### src/rtl/vend_controller_if.sv
// Front-panel and actuator signal bundle for the vending controller.
// The panel/dispenser side is the master; the controller is the slave.
interface vend_controller_if;
    logic [1:0] coin;
    logic [1:0] sel;
    logic       disp_ack;
    logic       disp_req;
    logic       disp_item;
    logic       chg_pulse;
    logic       coin_reject;
    logic [2:0] credit;
    logic       busy;

    modport master (
        output coin, sel, disp_ack,
        input  disp_req, disp_item, chg_pulse, coin_reject, credit, busy
    );

    modport slave (
        input  coin, sel, disp_ack,
        output disp_req, disp_item, chg_pulse, coin_reject, credit, busy
    );
endinterface

### src/rtl/vend_controller.sv
// Vending transaction controller: coin credit, two-item selection,
// dispenser request/ack handshake and nickel-at-a-time change return.
module vend_controller #(
    parameter int PRICE0     = 3,
    parameter int PRICE1     = 4,
    parameter int MAX_CREDIT = 6,
    parameter int TIMEOUT    = 255
) (
    input  logic               clk,
    input  logic               rst,
    vend_controller_if.slave   bus
);
    typedef enum logic [1:0] {
        IDLE,
        COLLECT,
        DISPENSE,
        CHANGE
    } state_t;

    localparam logic [2:0] P0      = 3'(PRICE0);
    localparam logic [2:0] P1      = 3'(PRICE1);
    localparam logic [3:0] MAX_C   = 4'(MAX_CREDIT);
    localparam logic [7:0] TO_LAST = 8'(TIMEOUT - 1);

    state_t     state_q, state_d;
    logic [2:0] credit_q, credit_d;
    logic [7:0] timer_q, timer_d;
    logic       disp_req_q, disp_req_d;
    logic       disp_item_q, disp_item_d;
    logic       chg_pulse_q, chg_pulse_d;
    logic       coin_reject_q, coin_reject_d;
    logic       busy_q, busy_d;

    logic [3:0] coin_val;
    logic [3:0] coin_sum;
    logic       coin_any;
    logic       coin_ok;
    logic [2:0] price;
    logic       sel_ok;
    logic       cancel_ok;

    // Decode the panel inputs against the current credit.
    always_comb begin
        coin_val = 4'd0;
        if (bus.coin == 2'b01) coin_val = 4'd1;
        if (bus.coin == 2'b10) coin_val = 4'd2;
        coin_any  = (bus.coin != 2'b00);
        coin_sum  = {1'b0, credit_q} + coin_val;
        coin_ok   = (coin_val != 4'd0) && (coin_sum <= MAX_C);
        price     = bus.sel[1] ? P1 : P0;
        sel_ok    = (bus.sel == 2'b01 || bus.sel == 2'b10)
                    && (credit_q >= price);
        cancel_ok = (bus.sel == 2'b11) && (credit_q != 3'd0);
    end

    // Next-state and next-output logic for the transaction FSM.
    always_comb begin
        state_d       = state_q;
        credit_d      = credit_q;
        timer_d       = timer_q;
        disp_req_d    = disp_req_q;
        disp_item_d   = disp_item_q;
        chg_pulse_d   = 1'b0;
        coin_reject_d = 1'b0;
        unique case (state_q)
            IDLE, COLLECT: begin
                if (sel_ok) begin
                    // A valid selection wins over any coin offered with it.
                    state_d       = DISPENSE;
                    credit_d      = credit_q - price;
                    disp_req_d    = 1'b1;
                    disp_item_d   = bus.sel[1];
                    timer_d       = 8'd0;
                    coin_reject_d = coin_any;
                end else if (cancel_ok) begin
                    state_d       = CHANGE;
                    timer_d       = 8'd0;
                    coin_reject_d = coin_any;
                end else begin
                    if (coin_any) begin
                        if (coin_ok) begin
                            credit_d = coin_sum[2:0];
                            state_d  = COLLECT;
                        end else begin
                            coin_reject_d = 1'b1;
                        end
                    end
                    if (state_q == COLLECT) begin
                        if (coin_any || bus.sel != 2'b00) begin
                            timer_d = 8'd0;
                        end else if (timer_q == TO_LAST) begin
                            state_d = CHANGE;
                            timer_d = 8'd0;
                        end else begin
                            timer_d = timer_q + 8'd1;
                        end
                    end else begin
                        timer_d = 8'd0;
                    end
                end
            end
            DISPENSE: begin
                coin_reject_d = coin_any;
                if (bus.disp_ack) begin
                    disp_req_d = 1'b0;
                    state_d    = (credit_q != 3'd0) ? CHANGE : IDLE;
                end
            end
            CHANGE: begin
                coin_reject_d = coin_any;
                if (chg_pulse_q) begin
                    // Low half of the last pulse is spent back in IDLE.
                    if (credit_q == 3'd0) state_d = IDLE;
                end else if (credit_q != 3'd0) begin
                    chg_pulse_d = 1'b1;
                    credit_d    = credit_q - 3'd1;
                end else begin
                    state_d = IDLE;
                end
            end
            default: state_d = IDLE;
        endcase
        busy_d = (state_d == DISPENSE) || (state_d == CHANGE);
    end

    // State and registered outputs; reset abandons any credit held.
    always_ff @(posedge clk or posedge rst) begin
        if (rst) begin
            state_q       <= IDLE;
            credit_q      <= 3'd0;
            timer_q       <= 8'd0;
            disp_req_q    <= 1'b0;
            disp_item_q   <= 1'b0;
            chg_pulse_q   <= 1'b0;
            coin_reject_q <= 1'b0;
            busy_q        <= 1'b0;
        end else begin
            state_q       <= state_d;
            credit_q      <= credit_d;
            timer_q       <= timer_d;
            disp_req_q    <= disp_req_d;
            disp_item_q   <= disp_item_d;
            chg_pulse_q   <= chg_pulse_d;
            coin_reject_q <= coin_reject_d;
            busy_q        <= busy_d;
        end
    end

    assign bus.disp_req    = disp_req_q;
    assign bus.disp_item   = disp_item_q;
    assign bus.chg_pulse   = chg_pulse_q;
    assign bus.coin_reject = coin_reject_q;
    assign bus.credit      = credit_q;
    assign bus.busy        = busy_q;
endmodule

### src/flat_wrapper.sv
// flat-port wrapper written by rule: the top's interface ports become plain ports
module vend_controller_flat 
#(
    parameter int PRICE0     = 3,
    parameter int PRICE1     = 4,
    parameter int MAX_CREDIT = 6,
    parameter int TIMEOUT    = 255
)
  (clk, rst, bus_coin, bus_sel, bus_disp_ack, bus_disp_req, bus_disp_item, bus_chg_pulse, bus_coin_reject, bus_credit, bus_busy);
  vend_controller_if bus_i ();
  input  logic clk;
  input  logic rst;
  input wire logic [$bits(bus_i.coin)-1:0] bus_coin;
  input wire logic [$bits(bus_i.sel)-1:0] bus_sel;
  input wire logic [$bits(bus_i.disp_ack)-1:0] bus_disp_ack;
  output wire logic [$bits(bus_i.disp_req)-1:0] bus_disp_req;
  output wire logic [$bits(bus_i.disp_item)-1:0] bus_disp_item;
  output wire logic [$bits(bus_i.chg_pulse)-1:0] bus_chg_pulse;
  output wire logic [$bits(bus_i.coin_reject)-1:0] bus_coin_reject;
  output wire logic [$bits(bus_i.credit)-1:0] bus_credit;
  output wire logic [$bits(bus_i.busy)-1:0] bus_busy;
  assign bus_i.coin = bus_coin;
  assign bus_i.sel = bus_sel;
  assign bus_i.disp_ack = bus_disp_ack;
  assign bus_disp_req = bus_i.disp_req;
  assign bus_disp_item = bus_i.disp_item;
  assign bus_chg_pulse = bus_i.chg_pulse;
  assign bus_coin_reject = bus_i.coin_reject;
  assign bus_credit = bus_i.credit;
  assign bus_busy = bus_i.busy;
  vend_controller #(.PRICE0(PRICE0), .PRICE1(PRICE1), .MAX_CREDIT(MAX_CREDIT), .TIMEOUT(TIMEOUT)) u_core (.clk(clk), .rst(rst), .bus(bus_i));
endmodule
### config.mk
export PLATFORM = sky130hd
export DESIGN_NAME = vend_controller_flat
export DESIGN_NICKNAME = d
export VERILOG_FILES = /design/src/rtl/vend_controller_if.sv /design/src/rtl/vend_controller.sv /design/src/flat_wrapper.sv
export SDC_FILE = /design/constraint.sdc
export NUM_CORES = 1
export LEC_CHECK = 0
export CAP_MARGIN = 25
export CORE_MARGIN = 2
export CORE_UTILIZATION = 59
export DETAILED_ROUTE_END_ITERATION = 7
export GPL_ROUTABILITY_DRIVEN = 0
export PLACE_DENSITY = 0.95
export SYNTH_ARGS = -nofsm -noshare
export SYNTH_HDL_FRONTEND = slang
export SYNTH_SLANG_ARGS = --single-unit
export TNS_END_PERCENT = 100
### constraint.sdc
create_clock -name clk -period 5.13 [get_ports clk]
set_clock_uncertainty 0.2 [all_clocks]
set_input_delay 1.2825 -clock clk [delete_from_list [all_inputs] [get_ports clk]]
set_output_delay 1.2825 -clock clk [all_outputs]
set_load 0.02 [all_outputs]
# == After elaboration in Yosys (flattened, before gate mapping) ==
# Cells that the tools add are included.
# word_totals
reg_bits,18
latch_bits,0
ramBits,0
rom_bits,0
output_inout_bits,8
elab_cells,90
n_memories,0
# classes
n_addsub,4
multipliers,0
n_div,0
order_cmp,2
n_eq_ne,18
shifts,0
n_mux,39
n_bitwise,0
n_reduce_logical,19
# ops
operator,n
8-bit two-way mux,5
2-bit two-way mux,13
3-bit two-way mux,7
2-bit equality test (second input constant),7
1-bit two-way mux,10
8-bit by 1-bit adder with 8-bit output (second input constant),1
8-bit equality test (second input constant),1
2-bit nonzero test,4
2-bit by 1-bit equality test with 1-bit output (second input constant),3
3-bit by 1-bit inequality test with 1-bit output (second input constant),2
2-bit one-hot mux with 3 select lines,1
3-bit one-hot mux with 2 select lines,1
6-bit AND reduction,1
3-bit by 2-bit adder with 4-bit output,1
4-bit by 3-bit less-or-equal comparator with 1-bit output (second input constant),1
2-bit by 1-bit inequality test with 1-bit output (second input constant),2
2-bit inequality test (second input constant),2
1-bit one-hot mux with 2 select lines,2
4-bit nonzero test,1
2-bit OR reduction,2
3-bit greater-or-equal comparator,1
1-bit logical AND,3
3-bit logical NOT,1
1-bit logical OR,3
other kinds (7),7

# == Logic depth before layout (Yosys ltp) ==
# logic_depth
ltp_word,16
ltp_mapped,10
mapped_depth_nobuf,10

# == Worst setup path after synthesis ==
# OpenSTA, ideal clock, no wires.
# synth_path
path_kind,in2reg
start,input port bus_coin[1]
end,"register u_core.credit_q[0], in the netlist u_core.bus.credit[0]"
setup_ps,125
arrival_time_ps,3203
required_ps,4805
path_slack_ps,1601
cell_stages,10
cell_sequence,inv_1 ha_1 ha_1 inv_1 fa_1 nand2b_1 o221ai_1 nor4_1 a211o_4 mux2_4
# synth_between
elab_chain_len,9
# synth_rtl
item,line,source
from (decl),flat_wrapper.sv:13,input wire logic [$bits(bus_i.coin)-1:0] bus_coin;
branches (longest 9 deep; another with 3-bit by 2-bit adder with 4-bit output),-,
to (signal assigned),vend_controller.sv:139,credit_q <= credit_d;
to (decl),vend_controller.sv:26,"logic [2:0] credit_q, credit_d;"
# Several ways; the timed one is not identified. The select of a mux whose other input is x is not followed.
# A chain may end at the register's enable or synchronous reset.

# == Worst setup path in the final report ==
# Same ends and word-level chain as after synthesis.

==> impl_metrics.prom <==
# TYPE chip_impl_metric gauge
chip_impl_metric{name="switchingPower",unit="uW"} 316
chip_impl_metric{name="detailed_place_hpwl",unit="um"} 2100
chip_impl_metric{name="clk_pin_slew",unit="ps"} 100
chip_impl_metric{name="placement.io_buffers",unit=""} 14
chip_impl_metric{name="chipWidth",unit="um"} 50.6
chip_impl_metric{name="num_vias",unit=""} 1104
chip_impl_metric{name="slew-limit-headroom",unit="%"} 55.3
chip_impl_metric{name="synth_async_sr_flop_share",unit="%"} 100
chip_impl_metric{name="netSwitchingFraction",unit="%"} 43.0
chip_impl_metric{name="clkLatencyLatePin",unit="ps"} 310
chip_impl_info{name="status",value="complete, no violations"} 1
chip_impl_metric{name="ys_seq_area_share",unit="%"} 35.2
chip_impl_info{name="hold_end",value="u_core.bus.chg_pulse$_DFF_PP0_"} 1
chip_impl_metric{name="min_period",unit="ps"} 3940
chip_impl_metric{name="core",unit="sq um"} 2000
chip_impl_metric{name="vdd_drop_max",unit="mV"} 0.334
chip_impl_metric{name="critPathBufInv",unit=""} 3
chip_impl_metric{name="cts_buffers",unit=""} 3
chip_impl_info{name="netlist.top_cell.by_area",value="dfrtp_1"} 1
chip_impl_metric{name="syn_nets",unit=""} 157
chip_impl_metric{name="via_count_of_the_first_global_routing_pass",unit=""} 1045
chip_impl_metric{name="chipHeight",unit="um"} 50.6
chip_impl_metric{name="hold_path_depth",unit=""} 1
chip_impl_info{name="min-delay-start",value="u_core.bus.chg_pulse$_DFF_PP0_"} 1
chip_impl_metric{name="synth_edf_count",unit=""} 0
chip_impl_metric{name="area_delta_synth_final",unit="%"} 15.0
chip_impl_metric{name="synth_area",unit="sq um"} 1280
chip_impl_metric{name="postSynthRegisterBits",unit=""} 18
chip_impl_metric{name="static-leakage-power",unit="uW"} 0.000652
chip_impl_metric{name="grt_start_max_net_pins",unit=""} 19
chip_impl_metric{name="final_util",unit="%"} 73.4
chip_impl_metric{name="max_cap_viol_count",unit=""} 0
chip_impl_metric{name="timing.critical_path.slowest_cell_delay",unit="ps"} 480
chip_impl_info{name="timing_worst_setup_path_type",value="in2reg"} 1
chip_impl_metric{name="cts.htree.levels",unit=""} 1
chip_impl_metric{name="finalPower",unit="uW"} 734
chip_impl_metric{name="synth.avg_cell_area",unit="sq um"} 9.54
chip_impl_metric{name="postLayoutCellArea",unit="sq um"} 1470
chip_impl_info{name="most_used_standard_cell_by_instance_count_after_synthesis",value="dfrtp_1"} 1
chip_impl_metric{name="setup_viol",unit=""} 0
chip_impl_metric{name="pin_count",unit=""} 15
chip_impl_info{name="worstReg2RegStart",value="u_core.bus.credit[0]$_DFFE_PP0P_"} 1
chip_impl_metric{name="rows",unit=""} 16
chip_impl_metric{name="wl_per_cell",unit="um"} 15.8
chip_impl_metric{name="floorplan.die_area",unit="sq um"} 2560
chip_impl_info{name="clock-root-buffer",value="clkbuf_4"} 1
chip_impl_metric{name="yosysWarningCount",unit=""} 0
chip_impl_metric{name="postCtsResizedCells",unit=""} 0
chip_impl_metric{name="remaining_drc_errors",unit=""} 0
chip_impl_metric{name="power_frac_clock",unit="%"} 12.5
chip_impl_info{name="cell_types_occupying_the_most_area_after_synthesis",value="dfrtp_1, ha_1, inv_1"} 1
chip_impl_metric{name="worstSetupPathDepth",unit=""} 11
chip_impl_metric{name="antenna_found_initial",unit=""} 0
chip_impl_metric{name="comb_power_share",unit="%"} 56.2
chip_impl_metric{name="route.final.wire_length",unit="um"} 2790
chip_impl_metric{name="cp.required",unit="ps"} 5130
chip_impl_info{name="holdCritPathClass",value="reg2reg"} 1
chip_impl_metric{name="regToRegSetupSlack",unit="ps"} 2390
chip_impl_metric{name="drive_gt1_share",unit="%"} 8.72
chip_impl_info{name="yosys_most_used_dff",value="dfrtp_1"} 1
chip_impl_metric{name="antenna-diode-count",unit=""} 0
chip_impl_metric{name="share_seq_of_total_power",unit="%"} 31.3
chip_impl_metric{name="worst-slew-pin-transition",unit="ps"} 669
chip_impl_info{name="slowest_stage",value="clkdlybuf4s50_1"} 1
chip_impl_metric{name="grt_use_total",unit="%"} 25.5
chip_impl_info{name="synthTopCellsByCount",value="dfrtp_1, ha_1, inv_1, nand2_1"} 1
chip_impl_info{name="cp_cell_sequence",value="clkdlybuf4s50_1 > inv_1 > ha_1 > ha_1 > inv_1 > fa_1 > nand2b_1 > o221ai_1 > nor4_1 > a211o_4 > mux2_4"} 1
chip_impl_metric{name="post-cts-setup-buffers",unit=""} 0
chip_impl_metric{name="path_max_fanout",unit=""} 3
chip_impl_metric{name="total_internal_power",unit="uW"} 418
chip_impl_metric{name="count_of_final_hold_check_violations",unit=""} 0
chip_impl_info{name="critPathTopFamily",value="adder cells"} 1
chip_impl_info{name="endpoint_kind",value="register"} 1
chip_impl_metric{name="timing.final.crit_share",unit="%"} 76.8
chip_impl_metric{name="max_freq",unit="MHz"} 254
chip_impl_metric{name="placed_cell_area",unit="sq um"} 1430
chip_impl_info{name="regToRegEndpoint",value="u_core.bus.credit[0]$_DFFE_PP0P_"} 1
chip_impl_metric{name="finalWorstSetupSlack",unit="ps"} 1190
chip_impl_metric{name="synth_cell_type_count",unit=""} 40
chip_impl_metric{name="max-clock-path-buffers",unit=""} 2
chip_impl_metric{name="synth_top_area_share",unit="%"} 35.2
chip_impl_metric{name="drt-initial-drc-count",unit=""} 31
chip_impl_info{name="cts_tree",value="yes"} 1
chip_impl_metric{name="synthesis.instances",unit=""} 134
chip_impl_metric{name="initial_core_util",unit="%"} 63.9
chip_impl_metric{name="grt_first_pass_wirelength",unit="um"} 4740
chip_impl_metric{name="setup_tns",unit="ps"} 0
chip_impl_metric{name="grt.overflow.total",unit=""} 0
chip_impl_metric{name="fillCellCount",unit=""} 140
chip_impl_metric{name="drt_first_pass_iters",unit=""} 4
chip_impl_metric{name="clock_sinks",unit=""} 18
chip_impl_metric{name="final_max_slew_viol_count",unit=""} 0
chip_impl_metric{name="vias_per_inst",unit=""} 6.27
chip_impl_metric{name="power_per_cell_area",unit="nW/um^2"} 500
chip_impl_info{name="grt_setup_unrepaired",value="false"} 1
chip_impl_info{name="startpoint_type",value="input pin"} 1
chip_impl_metric{name="post_cts_hold_buffer_count",unit=""} 0
chip_impl_metric{name="final_antenna_net_count",unit=""} 0
chip_impl_metric{name="final_net_count",unit=""} 173
chip_impl_metric{name="critical_path_arrival",unit="ps"} 3940
chip_impl_metric{name="preCtsSetupSlack",unit="ps"} 897
chip_impl_metric{name="worst-r2r-cell-count",unit=""} 8
-- routing by layer --
layer  vias up  part of all wire (%)  global-route usage (%)
met2        49                    48                    40.4
met1       526                    42                    31.3
met5         -                     0                       0
li1        510                     -                       -
met4         0                   5.0                    16.2
met3        19                   5.5                    5.65
-- final cells by class --
class / count / area, sq um / area share, %
timing repair buffer: 14 / 140 / 9.53
multi-input combinational: 98 / 753 / 51.2
clock buffer: 4 / 36.3 / 2.47
inverter: 15 / 56.3 / 3.83
tap: 27 / 33.8 / 2.30
sequential: 18 / 450 / 30.6
-- logic make-up (layout without fill, tap and decap cells) --
kind of cell | count (synthesis) | in the layout | share of synthesized area (%)
and+or+nand+nor | 41 | 41 | 16.3
AOI/OAI and AO/OA | 32 | 32 | 18.5
DFF | 18 | 18 | 35.2
buffers and inverters | 18 | 33 | 5.87
adders and majority gates | 16 | 16 | 16.8
xor gates and xnor gates | 6 | 6 | 4.11
muxes | 3 | 3 | 3.13
-- worst max-delay path by stage --
| stage | slack, ps | end | start |
|---|---|---|---|
| floorplan | 1600 | u_core.bus.credit[0]$_DFFE_PP0P_ | bus_coin[1] |
| finish | 1190 | u_core.bus.credit[0]$_DFFE_PP0P_ | bus_coin[1] |
| CTS | 1220 | u_core.bus.credit[0]$_DFFE_PP0P_ | bus_coin[1] |
| detailed placement | 900 | u_core.bus.credit[0]$_DFFE_PP0P_ | bus_coin[1] |
| global placement | 1040 | u_core.bus.credit[0]$_DFFE_PP0P_ | bus_coin[1] |
| global route | 1120 | u_core.bus.credit[0]$_DFFE_PP0P_ | bus_coin[1] |
-- power groups by stage --
stage / registers, uW / logic (uW) / clock network [uW]
5_1_grt: 237 / 451 / 97.1
6_report: 230 / 413 / 91.7
4_1_cts: 227 / 411 / 92.4
3_5_place_dp: 229 / 406 / 0
3_3_place_gp: 227 / 391 / 0
2_1_floorplan: 243 / 278 / 0
-- metrics by stage --
step / hold slack [ps] / instances
finish: 311 / 176
CTS: 295 / 176
global route: 307 / 176
global placement: 263 / 172
detailed placement: 281 / 172
floorplan: 274 / 134
-- registers in the layout (all words and copies together) (netlist names) --
name                    flops
u_core.bus.busy             1
u_core.bus.chg_pulse        1
u_core.bus.coin_reject      1
u_core.bus.credit           3
u_core.bus.disp_item        1
u_core.bus.disp_req         1
u_core.state_q              2
u_core.timer_q              8
-- cells in the final DEF (no fill, tap or decap), types with 3 or more instances in the layout --
cell type and count:
nand2_1 14, a21oi_1 3, ha_1 14, nand3_1 6, dfrtp_1 18, xor2_1 4
o21ai_1 3, clkdlybuf4s50_1 14, nor2_1 7, a31oi_1 5, o21ai_0 7, clkbuf_4 3
inv_1 14
No activity file was read; power rests on OpenSTA's default activity.
